==> src/rtl/coin_acceptor.sv <==
// Coin acceptor front end: synchronises and debounces the raw quarter/dollar slot sensors.
// It emits one registered pulse per physical coin, rejects ambiguous coins, flags stuck
// sensors as a jam, and keeps saturating audit counts of accepted coins.
module coin_acceptor #(
  parameter int unsigned SYNC_STAGES     = 2,
  parameter int unsigned DEBOUNCE_CYCLES = 4,
  parameter int unsigned JAM_CYCLES      = 1000,
  parameter int unsigned CNT_W           = 16
) (
  input  logic             clk,
  input  logic             rst,
  input  logic             q_sense,
  input  logic             d_sense,
  input  logic             jam_clear,
  output logic             Q_in,
  output logic             D_in,
  output logic             coin_reject,
  output logic             jam,
  output logic [CNT_W-1:0] quarter_cnt,
  output logic [CNT_W-1:0] dollar_cnt
);

  localparam int unsigned DEB_W = $clog2(DEBOUNCE_CYCLES + 1);
  localparam int unsigned JAM_W = $clog2(JAM_CYCLES + 1);

  localparam logic [1:0] PAT_NONE    = 2'b00;
  localparam logic [1:0] PAT_QUARTER = 2'b10;
  localparam logic [1:0] PAT_DOLLAR  = 2'b01;
  localparam logic [1:0] PAT_INVALID = 2'b11;

  typedef enum logic [2:0] {
    S_IDLE,
    S_QUALIFY,
    S_EMIT,
    S_RELEASE,
    S_JAM
  } state_t;

  state_t             state, state_d;
  logic [SYNC_STAGES-1:0] q_sync, d_sync;
  logic [1:0]         pat;
  logic [1:0]         pat_q, pat_d;
  logic [DEB_W-1:0]   deb_q, deb_d;
  logic [DEB_W-1:0]   rel_q, rel_d;
  logic [JAM_W-1:0]   jtmr_q, jtmr_d;

  // Metastability synchronisers for the asynchronous sensor levels
  always_ff @(posedge clk) begin
    if (rst) begin
      q_sync <= '0;
      d_sync <= '0;
    end else begin
      q_sync <= {q_sync[SYNC_STAGES-2:0], q_sense};
      d_sync <= {d_sync[SYNC_STAGES-2:0], d_sense};
    end
  end

  assign pat = {q_sync[SYNC_STAGES-1], d_sync[SYNC_STAGES-1]};

  // State, latched pattern and timers
  always_ff @(posedge clk) begin
    if (rst) begin
      state  <= S_IDLE;
      pat_q  <= PAT_NONE;
      deb_q  <= '0;
      rel_q  <= '0;
      jtmr_q <= '0;
    end else begin
      state  <= state_d;
      pat_q  <= pat_d;
      deb_q  <= deb_d;
      rel_q  <= rel_d;
      jtmr_q <= jtmr_d;
    end
  end

  // Next-state logic: qualify a stable pattern, emit once, then wait for a clean release
  always_comb begin
    state_d = state;
    pat_d   = pat_q;
    deb_d   = deb_q;
    rel_d   = rel_q;
    jtmr_d  = jtmr_q;
    unique case (state)
      S_IDLE: begin
        if (pat != PAT_NONE) begin
          pat_d   = pat;
          deb_d   = DEB_W'(1);
          state_d = S_QUALIFY;
        end
      end
      S_QUALIFY: begin
        if (pat == PAT_NONE) begin
          deb_d   = '0;
          state_d = S_IDLE;
        end else if (pat == pat_q) begin
          if (deb_q == DEB_W'(DEBOUNCE_CYCLES)) begin
            deb_d   = '0;
            state_d = S_EMIT;
          end else begin
            deb_d = deb_q + DEB_W'(1);
          end
        end else begin
          // Sensors changed to another coin pattern: restart qualification on it
          pat_d = pat;
          deb_d = DEB_W'(1);
        end
      end
      S_EMIT: begin
        rel_d   = '0;
        jtmr_d  = '0;
        state_d = S_RELEASE;
      end
      S_RELEASE: begin
        jtmr_d = jtmr_q + JAM_W'(1);
        if (pat == PAT_NONE && rel_q == DEB_W'(DEBOUNCE_CYCLES - 1)) begin
          rel_d   = '0;
          state_d = S_IDLE;
        end else if (jtmr_q == JAM_W'(JAM_CYCLES - 1)) begin
          rel_d   = '0;
          state_d = S_JAM;
        end else if (pat == PAT_NONE) begin
          rel_d = rel_q + DEB_W'(1);
        end else begin
          rel_d = '0;
        end
      end
      S_JAM: begin
        if (jam_clear && pat == PAT_NONE) begin
          jtmr_d  = '0;
          state_d = S_IDLE;
        end
      end
      default: begin
        state_d = S_IDLE;
      end
    endcase
  end

  // Registered pulses, jam level and saturating audit counters
  always_ff @(posedge clk) begin
    if (rst) begin
      Q_in        <= 1'b0;
      D_in        <= 1'b0;
      coin_reject <= 1'b0;
      jam         <= 1'b0;
      quarter_cnt <= '0;
      dollar_cnt  <= '0;
    end else begin
      Q_in        <= (state == S_EMIT) && (pat_q == PAT_QUARTER);
      D_in        <= (state == S_EMIT) && (pat_q == PAT_DOLLAR);
      coin_reject <= (state == S_EMIT) && (pat_q == PAT_INVALID);
      jam         <= (state_d == S_JAM);
      if (state == S_EMIT && pat_q == PAT_QUARTER && quarter_cnt != {CNT_W{1'b1}})
        quarter_cnt <= quarter_cnt + CNT_W'(1);
      if (state == S_EMIT && pat_q == PAT_DOLLAR && dollar_cnt != {CNT_W{1'b1}})
        dollar_cnt <= dollar_cnt + CNT_W'(1);
    end
  end

endmodule

==> config.mk <==
export PLATFORM = sky130hd
export DESIGN_NAME = coin_acceptor
export DESIGN_NICKNAME = d
export VERILOG_FILES = /design/src/rtl/coin_acceptor.sv
export SDC_FILE = /design/constraint.sdc
export NUM_CORES = 1
export LEC_CHECK = 0
export ABC_AREA = 1
export BUFFER_PORTS_ARGS = -buffer_cell sky130_fd_sc_hd__buf_2
export CAP_MARGIN = 20
export CORE_UTILIZATION = 50
export CTS_BUF_LIST = sky130_fd_sc_hd__clkbuf_8
export DETAILED_ROUTE_END_ITERATION = 10
export PLACE_DENSITY_LB_ADDON = 0.05
export SLEW_MARGIN = 20
export SYNTH_ARGS = -nofsm -noshare
export SYNTH_HDL_FRONTEND = slang
export SYNTH_SLANG_ARGS = --single-unit
export TNS_END_PERCENT = 10
==> constraint.sdc <==
create_clock -name clk -period 1.94 [get_ports clk]
set_input_delay 0.194 -clock clk [delete_from_list [all_inputs] [get_ports clk]]
set_output_delay 0.194 -clock clk [all_outputs]
set_load 0.03 [all_outputs]
==> impl_metrics.py, run 1 <==
metrics = {
    "yosys": {
        "synth_async_sr_flop_share_pct": 0,
        "synth-seq-cells": 61,
        "ys_seq_area_share_pct": 35.7,
        "ys.flop_type": "dfxtp_1",
        "yosysUniqueCellTypes": 38,
        "synth.top_cell.area_share_pct": 35.7,
        "netlist_area_um2": 3420,
        "syn_nets": 512,
        "syn_inst": 500,
        "synth_edf_count": 0,
        "synth_top_area_cell": "dfxtp_1",
        "synth_area_leaders": "dfxtp_1 36%, nand2_1 15%, nor2_1 7.0%, inv_1 6.0%, a21oi_1 5.1%",
        "syn_area_per_cell_um2": 6.84,
        "synth.yosys.warnings": 0,
    },
    "sta": {
        "fin_ws_ps": 294,
        "skew_ps": 5.98,
        "tns_ps": 0,
        "rsz0062_at_grt": "false",
        "slew_headroom_pct": 63.2,
        "slew_violations": 0,
        "post-route-period-util_pct": 84.9,
        "clock.fmax_mhz": 607,
        "fin_crit_ps": 1650,
        "tightestPinTransition_ps": 551,
        "hold_viol_final": 0,
        "finalSetupViolations": 0,
    },
    "hold_path": {
        "worstHoldStart": "q_sense",
        "hold_path.class": "in2reg",
    },
    "global_route": {
        "grt_max_degree": 25,
        "grt_pass1_vias": 2960,
        "grt_usage_pct": 22.3,
        "grt_pass1_wl_um": 12900,
        "antenna_found_initial": 0,
        "grt_overflow_total": 0,
    },
    "floorplanning": {
        "dieArea_um2": 7180,
        "die_height_um": 84.7,
        "num_rows": 29,
        "die_w_um": 84.7,
        "initial_utilization_pct": 52.7,
        "core_area_um2": 6490,
        "ios": 41,
    },
    "routing": {
        "wire_per_inst_um": 12.0,
        "drc": 0,
        "drt-pass1-iter-count": 6,
        "ant_nets": 0,
        "drtIter0Drc": 148,
        "vias": 3205,
        "via_per_inst": 5.10,
        "routed_wl_um": 7510,
    },
    "finish": {
        "fin_nets": 558,
        "diodes": 0,
        "syn_to_final_growth_pct": 14.3,
        "final_cell_mix": "141 x nand2_1, 64 x nor2_1, 61 x dfxtp_1",
        "drive_gt1_share_pct": 19.1,
        "final_common_cell": "nand2_1",
    },
    "clock_network": {
        "clock_latency_ps": 340,
        "cts_buffer_depth": 2,
        "cts_tree": "built",
        "clockRootBuffer": "clkbuf_8",
        "clkTransAtPathRegs_ps": 60,
        "ctsHtreeMaxLevel": 3,
        "cts_hold_buf": 0,
        "clkSinkCount": 61,
        "cts_buffers": 9,
        "postCtsSetupRepairBufs": 0,
        "cts_resized": 0,
    },
    "critical_path": {
        "worstReg2RegStart": "dollar_cnt[1]",
        "crit_required_ps": 2150,
        "cp-start-kind": "register",
        "cpLargestDelayFamily": "simple AND/OR/NAND/NOR gates",
        "worstPathCellList": "ha_1 -> nand3_2 -> nor2_2 -> nand2_2 -> nand2_4 -> inv_2 -> nand2_1 -> a21oi_1",
        "cp_slowest_cell": "dfxtp_1",
        "crit_path_start": "dollar_cnt[1]",
        "critical-path-max-stage-delay_ps": 380,
        "crit_path_end_kind": "register",
        "path_max_fanout": 14,
        "critPathKind": "reg2reg",
        "cp.arrival_ps": 1850,
        "path_buf_inv": 1,
    },
    "power_and_ir_drop": {
        "p_per_area_nw_per_um2": 676,
        "p_leak_nw": 1.71,
        "irDropWorstVdd_mv": 0.347,
        "p_total_w": 0.00264,
    },
    "run": {
        "cap_violations": 0,
    },
    "place": {
        "dp_slack_ps": 298,
        "place_hpwl_um": 5330,
        "io_buffer_count": 40,
        "gp_congestion": 0.796,
    },
    "outcome": {
        "outcome": "finished clean",
    },
}
## through the flow
stage	instances	util, %	hold slack (ps)	area (um2)
finish	628	60.2	59.7	3910
global route	628	60.2	56.2	3910
floorplan	500	-	301	3420
CTS	628	60.2	45.5	3910
detailed placement	612	56.8	398	3690
global placement	612	56.8	395	3690
## cells in the mapped netlist, types with 6 or more instances
cell	n
nand2_1	141
nor2_2	6
a21oi_2	9
dfxtp_1	61
nand3_1	34
nor2_1	64
nand4_1	12
xnor2_1	6
ha_1	7
o21ai_0	8
a21oi_1	35
inv_1	55
xor2_1	6
nand2_2	9
## kinds of logic (layout without fill, tap and decap cells)
logic type / after synthesis / in the layout / share of synthesized area [%]
compound gates: 61 / 61 / 10.9
xor+xnor: 12 / 12 / 3.07
fa+ha+maj: 7 / 7 / 2.56
flops: 61 / 61 / 35.7
buf+inv: 69 / 120 / 8.59
simple gates: 290 / 290 / 39.2
## state kept, by name, indices dropped and copies added (netlist names)
register,flops
jtmr_q,10
jam,1
deb_q,3
Q_in,1
coin_reject,1
dollar_cnt,16
q_sync,2
state,3
d_sync,2
D_in,1
quarter_cnt,16
pat_q,2
rel_q,3
## per-layer routing
layer  wire length (um)  part of all wire [%]  up-vias  global-route usage, %
met5                  0                     0        -                      0
li1                   -                     -     1687                      -
met4                150                   2.0        0                   9.86
met1               3680                    49     1453                   28.3
met2               3430                    46       52                   36.5
met3                248                   3.3       13                   5.01
## worst register-to-register path: stages, from the launching register on
cell and delay [ps]:
dfxtp_1 380, ha_1 260, nand3_2 140, nor2_2 170
nand2_2 110, nand2_4 160, inv_2 150, nand2_1 90
a21oi_1 70
## path summary, 6_finish.rpt
| check | to | slack [ps] | cells after the start |
|---|---|---|---|
| setup / recovery | dollar_cnt[15] | 290 | 8 |
| hold / removal | q_sync[0] | 60 | 3 |
| hold reg to reg | q_sync[1] | 400 | 2 |
| setup reg to reg | dollar_cnt[15] | 290 | 8 |
## area by class of cell
cell class              count  area [um2]
clock buffers              11         151
flip-flops and latches     61        1220
clock inverters             5        73.8
repair buffers             45         238
multi-input cells         370        1910
fillers                   648        2580
well taps                  77        96.3
inverters                  59         224
## power by group
part           leakage [nW]  internal (W)  total [W]  switching, W
clock                 0.121      0.000785    0.00129      0.000507
combinational          1.09     0.0000255  0.0000842     0.0000587
sequential            0.492       0.00126    0.00127    0.00000787
Power figures use the tool's default switching activity.
==> run 2: changes to the inputs <==
==> constraint.sdc (replaced) <==
create_clock -name clk -period 1.5 [get_ports clk]
set_input_delay 0.15 -clock clk [delete_from_list [all_inputs] [get_ports clk]]
set_output_delay 0.15 -clock clk [all_outputs]
set_load 0.03 [all_outputs]
==> run 2 against run 1 <==
Compared with the run above:
- count of clock-buffer cells in the layout is the same
- clock skew is essentially flat
- critical path type unchanged
- critical endpoint is now quarter_cnt[0]
- routed wire length is essentially flat
- register-to-register slack lost 250 ps
- largest cell class unchanged
- final area grew 5.5%
- die area is the same
- worst setup slack lost 250 ps
- utilization grew 3.3 points
- sequential share of layout area shrank 1.0 points
- worst hold slack lost 45 ps
- sequential power grew 28%
- power grew 16%
==> impl_metrics.py, run 2 (synthesis results as in run 1) <==
metrics = {
    "power_and_ir_drop": {
        "p_per_area_nw_per_um2": 742,
        "p_leak_nw": 1.84,
        "clock_power_share_pct": 42.8,
        "irDropWorstVdd_mv": 0.348,
        "p_switching_w": 0.000723,
        "swShare_pct": 23.6,
        "seqPwrFrac_pct": 53.3,
        "power_frac_comb_pct": 3.9,
        "power.internal_w": 0.00234,
    },
    "sta": {
        "tightestPinTransition_ps": 600,
        "slew_violations": 0,
        "clock.fmax_mhz": 685,
        "skew_ps": 6.07,
        "fin_ws_ps": 39.7,
        "rsz0062_at_grt": "true",
        "hold_viol_final": 0,
        "finalSetupViolations": 0,
        "post-route-period-util_pct": 97.4,
        "tns_ps": 0,
        "slew_headroom_pct": 59.9,
        "fin_crit_ps": 1460,
    },
    "critical_path": {
        "cp_slowest_cell": "dfxtp_4",
        "ff2ff_path_depth": 9,
        "cpLargestDelayFamily": "simple AND/OR/NAND/NOR gates",
        "path_max_fanout": 6,
        "path_buf_inv": 1,
        "crit_path_end_kind": "register",
        "cp-start-kind": "register",
        "critPathKind": "reg2reg",
        "crit_required_ps": 1720,
        "crit_cells": 9,
        "worstPathCellList": "ha_2 -> nand2_2 -> nor2_4 -> nand2_4 -> nor2_8 -> nor2_8 -> buf_12 -> nor2_1 -> nor2_1",
        "critical-path-max-stage-delay_ps": 360,
        "cp.arrival_ps": 1680,
    },
    "routing": {
        "ant_nets": 0,
        "route.met2.wl_um": 3440,
        "routed.top_layer": "met4",
        "wl_met3_um": 342,
        "vias": 3260,
        "wire_per_inst_um": 11.6,
        "drt-pass1-iter-count": 6,
        "drtIter0Drc": 109,
        "routed_wl_um": 7510,
        "m1WireLength_um": 3640,
        "via_per_inst": 5.04,
        "drc": 0,
    },
    "floorplanning": {
        "core_area_um2": 6490,
        "initial_utilization_pct": 52.7,
        "die_w_um": 84.7,
        "ios": 41,
        "die_height_um": 84.7,
        "dieArea_um2": 7180,
        "num_rows": 29,
    },
    "finish": {
        "fillCellCount": 579,
        "syn_to_final_growth_pct": 20.6,
        "final_cell_mix": "141 x nand2_1, 58 x nor2_1, 56 x inv_1",
        "final_area_um2": 4130,
        "finalNonFillerCells": 647,
        "reg_top3": "dollar_cnt: 16 flops, quarter_cnt: 16 flops, jtmr_q: 10 flops",
        "fin_nets": 577,
        "drive_gt1_share_pct": 25.8,
        "fin_util_pct": 63.5,
        "final_common_cell": "nand2_1",
        "diodes": 0,
    },
    "clock_network": {
        "clkSinkCount": 61,
        "clock_latency_ps": 330,
        "cts_tree": "built",
        "clockRootBuffer": "clkbuf_8",
        "cts_buffer_depth": 2,
        "ctsHtreeMaxLevel": 3,
        "cts_buffers": 9,
        "clkTransAtPathRegs_ps": 70,
        "cts_hold_buf": 0,
    },
    "hold_path": {
        "hold_path.class": "in2reg",
        "hold_depth": 3,
    },
    "outcome": {
        "outcome": "finished clean",
    },
    "run": {
        "cap_violations": 0,
    },
    "place": {
        "io_buffer_count": 40,
        "dp_slack_ps": 41.7,
        "dpl_cell_area_um2": 3850,
        "dp.cells": 627,
        "gp_congestion": 0.791,
        "place_hpwl_um": 5230,
    },
    "global_route": {
        "grt_usage_pct": 22.3,
        "antenna_found_initial": 0,
        "grt_pass1_vias": 2973,
        "grt_pass1_wl_um": 12900,
        "grt_overflow_total": 0,
        "grt_max_degree": 46,
    },
}
==> run 2: cell count changes in the layout (fill, tap and decap cells not counted), sizes merged <==
| cell | previous run | this run |
|---|---|---|
| bufinv | 2 | 0 |
| clkinv | 2 | 3 |
| buf | 45 | 62 |
| nor2 | 77 | 78 |
| o21ai | 11 | 12 |
| inv | 60 | 61 |
==> run 2: stage by stage <==
step	hold WS [ps]	power, W
final	14.5	0.00306
after global routing	14.6	0.00319
after CTS	11.3	0.00310
after detailed placement	356	0.00179
after global placement	354	0.00178
after floorplan	257	0.00175
==> run 2: worst register-to-register path: cells and delay by family, from the launching register on <==
kind | cells | cell delay [ps]
simple gates | 7 | 660
flops | 1 | 360
fa+ha+maj | 1 | 190
buf+inv | 1 | 130
==> run 2: what timing repair did <==
item	in CTS	in global routing
setup endpoints to repair	2	42
pin swaps	0	5
gates resized for setup	2	17
cloned	0	2
setup buffers	0	2
==> run 2: cell type report <==
class / count / area [um2] / share of cell area (%)
Multi-Input combinational cell: 372 / 1990 / 48.3
Sequential cell: 61 / 1250 / 30.2
Timing Repair Buffer: 62 / 390 / 9.46
Inverter: 59 / 224 / 5.43
Clock buffer: 11 / 151 / 3.67
Tap cell: 77 / 96.3 / 2.33
Clock inverter: 5 / 25.0 / 0.606
==> run 2: power by group through the flow <==
stage | Sequential (W) | Combinational, W | Clock, W
after detailed placement | 0.00167 | 0.000118 | 0
after global placement | 0.00167 | 0.000117 | 0
after CTS | 0.00163 | 0.000119 | 0.00135
after floorplan | 0.00167 | 0.0000816 | 0
after global routing | 0.00163 | 0.000136 | 0.00142
final | 0.00163 | 0.000121 | 0.00131
==> run 2: path summary, 6_finish.rpt <==
| path | end | slack (ps) | startpoint |
|---|---|---|---|
| hold reg to reg | q_sync[1] | 400 | q_sync[0] |
| setup reg to reg | quarter_cnt[0] | 40 | quarter_cnt[1] |
| setup / recovery | quarter_cnt[0] | 40 | quarter_cnt[1] |
| hold / removal | d_sync[0] | 10 | d_sense |
==> run 2: per-layer routing <==
layer  vias to the layer above  track usage (%)
met4                         0             8.17
met1                      1448             28.7
li1                       1730                -
met2                        73             36.4
met5                         -                0
met3                         9             5.60
==> run 3: changes to the inputs <==
==> constraint.sdc (replaced) <==
create_clock -name clk -period 1.5 [get_ports clk]
set_input_delay 0.075 -clock clk [delete_from_list [all_inputs] [get_ports clk]]
set_output_delay 0.075 -clock clk [all_outputs]
set_load 0.03 [all_outputs]
==> run 3 against run 2 <==
Compared with the run above:
- final area increased by 2.5%
- die area unchanged
- largest power group is now clock
- critical path type unchanged
- combinational power about the same
==> impl_metrics.py, run 3 (synthesis results as in run 1) <==
metrics = {
    "floorplanning": {
        "num_rows": 29,
        "ios": 41,
        "die_w_um": 84.7,
        "dieArea_um2": 7180,
        "die_height_um": 84.7,
        "initial_utilization_pct": 52.7,
        "core_area_um2": 6490,
    },
    "finish": {
        "final_common_cell": "nand2_1",
        "fin_util_pct": 65.1,
        "finalNonFillerCells": 651,
        "reg_top3": "dollar_cnt: 16 flops, quarter_cnt: 16 flops, jtmr_q: 10 flops",
        "syn_to_final_growth_pct": 23.6,
        "drive_gt1_share_pct": 27.0,
        "final_cell_mix": "137 x nand2_1, 59 x nor2_1, 55 x inv_1",
        "fin_nets": 581,
        "diodes": 0,
    },
    "critical_path": {
        "r2r_slack_ps": 60,
        "cp.arrival_ps": 1730,
        "reg2reg_to": "quarter_cnt[6]",
        "crit_path_end_kind": "register",
        "cp-start-kind": "register",
        "path_max_fanout": 7,
        "crit_path_start": "quarter_cnt[1]",
        "cp-endpoint": "quarter_cnt[6]",
        "ff2ff_path_depth": 11,
        "worstReg2RegStart": "quarter_cnt[1]",
        "critPathKind": "reg2reg",
        "crit_required_ps": 1790,
    },
    "clock_network": {
        "clkSinkCount": 61,
        "ctsHtreeMaxLevel": 3,
        "clockRootBuffer": "clkbuf_8",
        "cts_buffers": 9,
        "cts_tree": "built",
        "clock_latency_ps": 350,
        "cts_buffer_depth": 2,
        "clkTransAtPathRegs_ps": 70,
    },
    "routing": {
        "drt-pass1-iter-count": 6,
        "ant_nets": 0,
        "via_per_inst": 5.00,
        "drtIter0Drc": 131,
        "wire_per_inst_um": 11.5,
        "vias": 3258,
        "drc": 0,
        "routed_wl_um": 7500,
    },
    "run": {
        "cap_violations": 0,
    },
    "sta": {
        "hold_viol_final": 0,
        "tns_ps": 0,
        "skew_ps": 15.5,
        "slew_headroom_pct": 59.7,
        "slew_violations": 0,
        "rsz0062_at_grt": "true",
        "post-route-period-util_pct": 95.8,
        "finalSetupViolations": 0,
        "clock.fmax_mhz": 696,
        "tightestPinTransition_ps": 604,
        "fin_crit_ps": 1440,
    },
    "global_route": {
        "grt_usage_pct": 22.8,
        "grt_max_degree": 24,
        "grt_pass1_wl_um": 13200,
        "grt_overflow_total": 0,
        "met3_usage_pct": 5.31,
        "grt_pass1_vias": 2985,
        "antenna_found_initial": 0,
        "use_met2_pct": 37.0,
        "use_met1_pct": 29.0,
        "grt_busiest_layer": "met2",
    },
    "place": {
        "dp.cells": 629,
        "place_hpwl_um": 5280,
        "gp_congestion": 0.790,
        "io_buffer_count": 40,
    },
    "outcome": {
        "outcome": "finished clean",
    },
    "power_and_ir_drop": {
        "p_total_w": 0.00339,
        "p_leak_nw": 1.86,
        "p_per_area_nw_per_um2": 802,
        "irDropWorstVdd_mv": 0.457,
    },
    "hold_path": {
        "hold_path.class": "in2reg",
    },
}
run 3: changes by cell type in the layout (fill, tap and decap cells not counted), sizes merged:
cell	previous run	this run
buf	62	66
bufinv	0	2
clkbuf	11	9
clkinv	3	2
clkinvlp	0	1
dlygate4sd3	0	2
nor2	78	77
o21ai	12	11
run 3: area by class of cell:
cell class | instances | area, um2
timing repair buffer | 68 | 432
clock buffer | 9 | 124
fill | 581 | 2260
clock inverter | 7 | 96.3
sequential | 61 | 1250
multi-input combinational | 370 | 2010
tap | 77 | 96.3
inverter | 59 | 224
run 3: routing by layer:
metal  part of all wire, %  wire (um)  vias up
met4                   1.4        106        0
met3                   3.9        292       11
met1                    49       3640     1456
met2                    46       3460       57
met5                     0          0        -
li1                      -          -     1734
run 3: what timing repair did:
| action | 4_1_cts | 5_1_grt |
|---|---|---|
| hold buffers | 2 | 0 |
| endpoints found under the hold margin | 2 | 0 |
| buffers inserted | 0 | 4 |
| gates resized for setup | 0 | 31 |
| endpoints found under the setup margin | 0 | 40 |
run 3: stage by stage:
step | hold slack (ps) | cell area, um2 | setup WS (ps)
after CTS | 79.0 | 4090 | 11.2
after detailed placement | 292 | 3850 | 26.4
after floorplan | 182 | 3450 | -22.4
after global routing | 109 | 4230 | -18.3
after global placement | 281 | 3850 | 69.0
final | 95.5 | 4230 | 62.6
run 3: how the worst min path moves through the flow:
stage	cells after the start	slack (ps)	startpoint	endpoint
2_1_floorplan	2	180	d_sense	d_sync[0]
3_3_place_gp	3	280	q_sense	q_sync[0]
3_5_place_dp	3	290	d_sense	d_sync[0]
4_1_cts	4	80	jam_clear	jam
5_1_grt	4	110	jam_clear	jam
6_report	4	100	jam_clear	jam
run 3: worst max-delay path, stage by stage (launching register included):
cell     delay, ps
dfxtp_4        360
ha_4           160
nand2_2         90
nor2_4          50
nand2_4        100
nor2_8          50
nor2_8         170
buf_6          150
nand2_1         50
nand2_1         60
nand3_1         60
inv_1           80
run 3: report_power, final:
part | internal (W) | switching, W | total, W
combinational | 0.0000403 | 0.0000803 | 0.000121
sequential | 0.00162 | 0.00000828 | 0.00163
clock | 0.000941 | 0.000702 | 0.00164
